--- src/rtl/car_sprite_pkg.sv ---
// Shared constants for the car sprite ROM: geometry, palette and region bounds.
package car_sprite_pkg;

    localparam int SPR_W  = 80;
    localparam int SPR_H  = 121;
    localparam int ADDR_W = 14;
    localparam int DATA_W = 3;
    localparam int XY_W   = 7;

    // Palette, bit2=R bit1=G bit0=B
    localparam logic [DATA_W-1:0] BODY_COLOR   = 3'b100;
    localparam logic [DATA_W-1:0] WHEEL_COLOR  = 3'b001;
    localparam logic [DATA_W-1:0] WINDOW_COLOR = 3'b011;
    localparam logic [DATA_W-1:0] LIGHT_COLOR  = 3'b110;
    localparam logic [DATA_W-1:0] BG_COLOR     = 3'b000;

    // Region bounds, all inclusive
    localparam logic [XY_W-1:0] LIGHT_Y_LO  = 7'd0;
    localparam logic [XY_W-1:0] LIGHT_Y_HI  = 7'd4;
    localparam logic [XY_W-1:0] LIGHT_XL_LO = 7'd14;
    localparam logic [XY_W-1:0] LIGHT_XL_HI = 7'd23;
    localparam logic [XY_W-1:0] LIGHT_XR_LO = 7'd56;
    localparam logic [XY_W-1:0] LIGHT_XR_HI = 7'd65;

    localparam logic [XY_W-1:0] WIN_X_LO    = 7'd20;
    localparam logic [XY_W-1:0] WIN_X_HI    = 7'd59;
    localparam logic [XY_W-1:0] WIN_YF_LO   = 7'd25;
    localparam logic [XY_W-1:0] WIN_YF_HI   = 7'd44;
    localparam logic [XY_W-1:0] WIN_YR_LO   = 7'd85;
    localparam logic [XY_W-1:0] WIN_YR_HI   = 7'd99;

    localparam logic [XY_W-1:0] BODY_X_LO   = 7'd10;
    localparam logic [XY_W-1:0] BODY_X_HI   = 7'd69;

    localparam logic [XY_W-1:0] WHL_XL_LO   = 7'd0;
    localparam logic [XY_W-1:0] WHL_XL_HI   = 7'd9;
    localparam logic [XY_W-1:0] WHL_XR_LO   = 7'd70;
    localparam logic [XY_W-1:0] WHL_XR_HI   = 7'd79;
    localparam logic [XY_W-1:0] WHL_YF_LO   = 7'd15;
    localparam logic [XY_W-1:0] WHL_YF_HI   = 7'd39;
    localparam logic [XY_W-1:0] WHL_YR_LO   = 7'd80;
    localparam logic [XY_W-1:0] WHL_YR_HI   = 7'd104;

    // Inclusive range test used by the colour priority logic
    function automatic logic in_rng(logic [XY_W-1:0] v, logic [XY_W-1:0] lo,
                                    logic [XY_W-1:0] hi);
        return (v >= lo) && (v <= hi);
    endfunction

endpackage

--- src/rtl/car_addr_to_xy.sv ---
// Combinational split of a linear sprite address into x/y and an in-image flag.
module car_addr_to_xy
    import car_sprite_pkg::*;
(
    input  logic [ADDR_W-1:0] address_i,
    output logic [XY_W-1:0]   x_o,
    output logic [XY_W-1:0]   y_o,
    output logic              valid_o
);

    logic [ADDR_W-1:0] quo;

    // Division by a constant; the full-width quotient also yields the range flag,
    // since quotient < SPR_H exactly when address < SPR_W*SPR_H.
    assign quo     = ADDR_W'(address_i / ADDR_W'(SPR_W));
    assign y_o     = XY_W'(quo);
    assign x_o     = XY_W'(address_i % ADDR_W'(SPR_W));
    assign valid_o = (quo < ADDR_W'(SPR_H));

endmodule

--- src/rtl/rom_car.sv ---
// Car sprite ROM: rule-generated pixel colour with a one-cycle registered read.
module rom_car
    import car_sprite_pkg::*;
(
    input  logic              clk,
    input  logic              reset,
    input  logic [ADDR_W-1:0] address,
    output logic [DATA_W-1:0] data
);

    logic [XY_W-1:0]   x, y;
    logic              in_img;
    logic [DATA_W-1:0] data_d, data_q;

    car_addr_to_xy u_xy (
        .address_i (address),
        .x_o       (x),
        .y_o       (y),
        .valid_o   (in_img)
    );

    // Colour priority: headlights, windows, body, wheels, else background
    always_comb begin
        data_d = BG_COLOR;
        if (!in_img) begin
            data_d = BG_COLOR;
        end else if (in_rng(y, LIGHT_Y_LO, LIGHT_Y_HI) &&
                     (in_rng(x, LIGHT_XL_LO, LIGHT_XL_HI) ||
                      in_rng(x, LIGHT_XR_LO, LIGHT_XR_HI))) begin
            data_d = LIGHT_COLOR;
        end else if (in_rng(x, WIN_X_LO, WIN_X_HI) &&
                     (in_rng(y, WIN_YF_LO, WIN_YF_HI) ||
                      in_rng(y, WIN_YR_LO, WIN_YR_HI))) begin
            data_d = WINDOW_COLOR;
        end else if (in_rng(x, BODY_X_LO, BODY_X_HI)) begin
            data_d = BODY_COLOR;
        end else if ((in_rng(x, WHL_XL_LO, WHL_XL_HI) ||
                      in_rng(x, WHL_XR_LO, WHL_XR_HI)) &&
                     (in_rng(y, WHL_YF_LO, WHL_YF_HI) ||
                      in_rng(y, WHL_YR_LO, WHL_YR_HI))) begin
            data_d = WHEEL_COLOR;
        end
    end

    // Output register; synchronous active-low clear
    always_ff @(posedge clk) begin
        if (!reset) data_q <= BG_COLOR;
        else        data_q <= data_d;
    end

    assign data = data_q;

endmodule

--- config.mk ---
export PLATFORM = sky130hd
export DESIGN_NAME = rom_car
export DESIGN_NICKNAME = d
export VERILOG_FILES = /design/src/rtl/car_sprite_pkg.sv /design/src/rtl/car_addr_to_xy.sv /design/src/rtl/rom_car.sv
export SDC_FILE = /design/constraint.sdc
export NUM_CORES = 1
export LEC_CHECK = 0
export ABC_CLOCK_PERIOD_IN_PS = 5100
export CAP_MARGIN = 20
export CORE_UTILIZATION = 45
export CTS_CLUSTER_DIAMETER = 30
export CTS_CLUSTER_SIZE = 25
export DETAILED_ROUTE_END_ITERATION = 6
export PLACE_DENSITY = 0.67
export SKIP_LAST_GASP = 1
export SLEW_MARGIN = 0
export SYNTH_ARGS = -nofsm -noshare
export SYNTH_HDL_FRONTEND = slang
export SYNTH_HIERARCHICAL = 1
export SYNTH_SLANG_ARGS = --single-unit
--- constraint.sdc ---
create_clock -name clk -period 5.1 [get_ports clk]
set_input_delay 1.02 -clock clk [delete_from_list [all_inputs] [get_ports clk]]
set_output_delay 1.02 -clock clk [all_outputs]
set_load 0.05 [all_outputs]
==> results of run 1 <==
==> worst max-delay path, cell delays in order <==
cell	delay [ps]
clkdlybuf4s50_1	630
nor4b_2	500
o21bai_1	140
o221a_1	250
or2_2	330
a31oi_2	270
or2_0	280
nor4_1	90
or4_1	600
nor2_1	180
o221ai_1	140
a211o_1	260
a221oi_2	270
==> final cells by class <==
type | instances | share of cell area, %
Timing Repair Buffer | 34 | 18.67
Inverter | 10 | 2.259
Sequential cell | 3 | 3.614
Multi-Input combinational cell | 168 | 71.54
Tap cell | 31 | 2.334
Clock buffer | 4 | 1.581
==> through the flow <==
stage                     std cells  cell area, um^2  setup slack [ps]
after floorplan                 199             1395             844.3
after global placement          246             1635             193.2
after detailed placement        246             1635             98.39
after CTS                       250             1662             325.9
after global routing            250             1662             63.80
final                           250             1662             282.0
==> worst paths after layout <==
path   startpoint  endpoint  slack, ps  cells after the start
max   address[13]   data[0]        280                     13
min         reset   data[2]       1400                      2
==> layer usage <==
| metal | track usage, % | vias to the layer above |
|---|---|---|
| met5 | 0 | - |
| met3 | 2.009 | 2 |
| met1 | 29.78 | 792 |
| met4 | 7.143 | 0 |
| li1 | - | 813 |
| met2 | 37.54 | 70 |
==> power by group <==
group	switching [mW]	internal [mW]	total (mW)
registers	0.000794	0.0266	0.0274
clock network	0.0134	0.0294	0.0428
logic	0.132	0.0991	0.231
==> results.py, run 1 <==
metrics = {
    "routing": {
        "postRouteAntennaNets": 0,
        "vias_per_cell": 6.708,
        "totalWireLength_um": 3693,
        "dr_wl_met3_um": 189,
        "wire_per_inst_um": 14.77,
        "vias": 1677,
        "routed-wl-met2_um": 1837,
        "wl_met1_um": 1661,
        "first_pass_iters": 6,
        "first_iter_violations": 113,
        "route.detailed.drc": 0,
        "routed.top_layer": "met4",
    },
    "global_routing": {
        "track_usage_pct": 22.16,
        "grt_max_degree": 19,
        "grt_pass1_wl_um": 6044,
        "grt_pass1_vias": 1469,
        "overflow": 0,
        "antenna_found_initial": 0,
    },
    "cts": {
        "postCtsSetupBuffers": 0,
        "root_buffer": "clkbuf_4",
        "cts_inserted_buffers": 3,
        "cts_tree": "done",
        "cts_hold_buf": 0,
        "cts_buffer_depth": 2,
        "cts.clk_slew.worst_paths_ps": 40,
        "htreeDepth": 1,
        "clock_sinks": 3,
        "cts_resized": 0,
    },
    "worst_setup_path": {
        "critPathLaunchType": "input port",
        "cp-end-kind": "flop",
        "worstPathRequired_ps": 5250,
        "cp.arrival_ps": 4960,
        "cp_max_fo": 14,
        "crit_type": "in2reg",
    },
    "layout": {
        "nets": 236,
        "largest_reg_flops": 3,
        "final_common_cell": "clkdlybuf4s50_1",
        "fin_util_pct": 58.25,
        "diodes": 0,
        "n_fill_cell": 277,
        "syn_to_final_growth_pct": 19.10,
        "seq_area_um2": 60.06,
        "multi_input_area_mm2": 0.001189,
        "final_cell_mix": "clkdlybuf4s50_1 (17), buf_4 (16), o21ai_0 (15)",
        "layout-drive-gt1-share_pct": 15.98,
    },
    "floorplan": {
        "die_area_mm2": 0.003327,
        "placementRows": 19,
        "die_height_um": 57.68,
        "die_x_um": 57.68,
        "core_area_mm2": 0.002853,
        "io_pins": 19,
        "initial_core_util_pct": 48.90,
    },
    "run_status": {
        "status": "finished clean",
    },
    "place": {
        "place_congestion": 0.9060,
        "port_buffers": 17,
        "hpwl_um": 2873,
    },
    "sta": {
        "max_slew_margin_pct": 63.01,
        "finalSetupTns_ps": 0,
        "holdWs_ps": 1399,
        "max_freq_ghz": 0.2076,
        "worst_pin_slew_ps": 550.1,
        "rsz0062_at_grt": "false",
        "finalHoldViolCount": 0,
        "slew_viol_final": 0,
        "setup_viol": 0,
        "period_needed_ps": 4818,
        "fin_crit_sh_pct": 94.47,
    },
    "logic_synthesis": {
        "postSynthNetCount": 215,
        "syn_inst": 199,
        "synthesis.area_mm2": 0.001395,
        "yosysWarnings": 6,
        "synth_area_per_cell_um2": 7.010,
    },
    "pwr": {
        "power_leakage_nw": 0.6494,
        "power.total_mw": 0.3016,
        "power_density_mw_per_mm2": 181.5,
        "ir_worst_vdd_mv": 0.08219,
    },
    "job": {
        "drv_cap": 0,
    },
    "hold_path": {
        "worstHoldPathType": "in2reg",
    },
}
Note: power is estimated with default switching activity, not from simulation.
==> inputs of run 2 (changes only) <==
SKIP_LAST_GASP = not set   (was 1)
==> results of run 2 <==
Same layout as run 1: the final DEF is identical, and so are final timing and power.
==> inputs of run 3 (changes only) <==
CORE_UTILIZATION = 55   (was 45)
PLACE_DENSITY = 0.8   (was 0.67)
SLEW_MARGIN = 30   (was 0)
==> results.py, run 3 (synthesis results as in run 1) <==
metrics = {
    "run_status": {
        "status": "finished clean",
    },
    "sta": {
        "finalHoldViolCount": 0,
        "max_slew_margin_pct": 60.85,
        "rsz0062_at_grt": "false",
        "max_freq_ghz": 0.2082,
        "slew_viol_final": 0,
        "period_needed_ps": 4804,
        "finalSetupTns_ps": 0,
        "setup_viol": 0,
        "fin_crit_sh_pct": 94.20,
        "worst_pin_slew_ps": 581.1,
    },
    "layout": {
        "diodes": 0,
        "nets": 237,
        "n_fill_cell": 190,
        "syn_to_final_growth_pct": 18.48,
        "fin_util_pct": 71.95,
        "largest_reg_flops": 3,
        "final_common_cell": "buf_4",
        "final_cell_mix": "buf_4 (18), clkdlybuf4s50_1 (17), o21ai_0 (15)",
        "layout-drive-gt1-share_pct": 16.36,
    },
    "cts": {
        "cts_inserted_buffers": 3,
        "cts_tree": "done",
        "postCtsSetupBuffers": 0,
        "clock_sinks": 3,
        "cts.clk_slew.worst_paths_ps": 40,
        "cts_resized": 0,
        "cts_hold_buf": 0,
        "cts_buffer_depth": 2,
        "htreeDepth": 1,
        "root_buffer": "clkbuf_4",
    },
    "pwr": {
        "power_density_mw_per_mm2": 184.0,
        "ir_worst_vdd_mv": 0.1431,
        "power_leakage_nw": 0.6496,
        "power.total_mw": 0.3042,
    },
    "routing": {
        "first_pass_iters": 4,
        "vias_per_cell": 6.589,
        "wire_per_inst_um": 14.82,
        "route.detailed.drc": 0,
        "postRouteAntennaNets": 0,
        "first_iter_violations": 41,
        "vias": 1634,
        "totalWireLength_um": 3675,
    },
    "global_routing": {
        "track_usage_pct": 28.28,
        "antenna_found_initial": 0,
        "grt_pass1_vias": 1417,
        "grt_pass1_wl_um": 6099,
        "overflow": 0,
        "grt_max_degree": 19,
    },
    "worst_setup_path": {
        "worstPathRequired_ps": 5260,
        "cp-end-kind": "flop",
        "critPathLaunchType": "input port",
        "cp.arrival_ps": 4960,
        "crit_type": "in2reg",
        "cp_max_fo": 15,
    },
    "floorplan": {
        "placementRows": 17,
        "die_area_mm2": 0.002742,
        "io_pins": 19,
        "die_x_um": 52.37,
        "core_area_mm2": 0.002297,
        "die_height_um": 52.37,
        "initial_core_util_pct": 60.73,
    },
    "hold_path": {
        "worstHoldPathType": "in2reg",
    },
    "place": {
        "place_congestion": 0.9395,
        "port_buffers": 17,
        "hpwl_um": 2872,
    },
    "job": {
        "drv_cap": 0,
    },
}
## run 3: cell count changes in the layout (fill, tap and decap cells not counted), sizes merged
cell,before,now
buf,17,18
## run 3: final cells by class
class | count | area, um^2 | area share (%)
flip-flops and latches | 3 | 60.06 | 3.634
inverters | 10 | 37.54 | 2.271
well taps | 28 | 35.03 | 2.120
repair buffers | 35 | 305.3 | 18.47
clock buffers | 4 | 26.28 | 1.590
multi-input cells | 168 | 1189 | 71.92
## run 3: report_power, final
part	total [mW]	leakage (nW)	switching (mW)	internal, mW
sequential	0.0274	0.0245	0.000805	0.0266
combinational	0.233	0.610	0.132	0.101
clock	0.0442	0.0150	0.0148	0.0295
total	0.304	0.650	0.148	0.157
## run 3: routing by layer
metal	track usage, %	up-vias	part of all wire (%)
met2	44.51	56	46
met4	7.018	0	1.7
met5	0	-	0
met1	40.55	753	47
li1	-	813	-
met3	2.609	12	5.3
## run 3: worst max-delay path: stages
cell             delay, ps
clkdlybuf4s50_1        800
buf_4                  240
o21ai_1                 80
a211oi_2               390
o21ai_0                220
o311a_1                180
or2_0                  280
o2111a_1               250
or4_1                  620
buf_4                  190
nor4_1                 180
o21bai_1               130
a21bo_2                220
a21oi_1                160
## run 3: path summary, 6_finish.rpt
path / slack, ps / endpoint / cells after the start / from
worst max-delay path: 300 / data[1] / 14 / address[13]
worst min-delay path: 1420 / data[2] / 2 / reset
## run 3: through the flow
stage / area [um^2] / setup slack (ps) / hold slack, ps / instances
CTS: 1653 / 347.7 / 1404 / 248
global route: 1653 / 51.48 / 1416 / 248
global placement: 1627 / 222.1 / 1635 / 244
detailed placement: 1627 / 120.6 / 1649 / 244
finish: 1653 / 296.1 / 1419 / 248
floorplan: 1395 / 844.3 / 1172 / 199
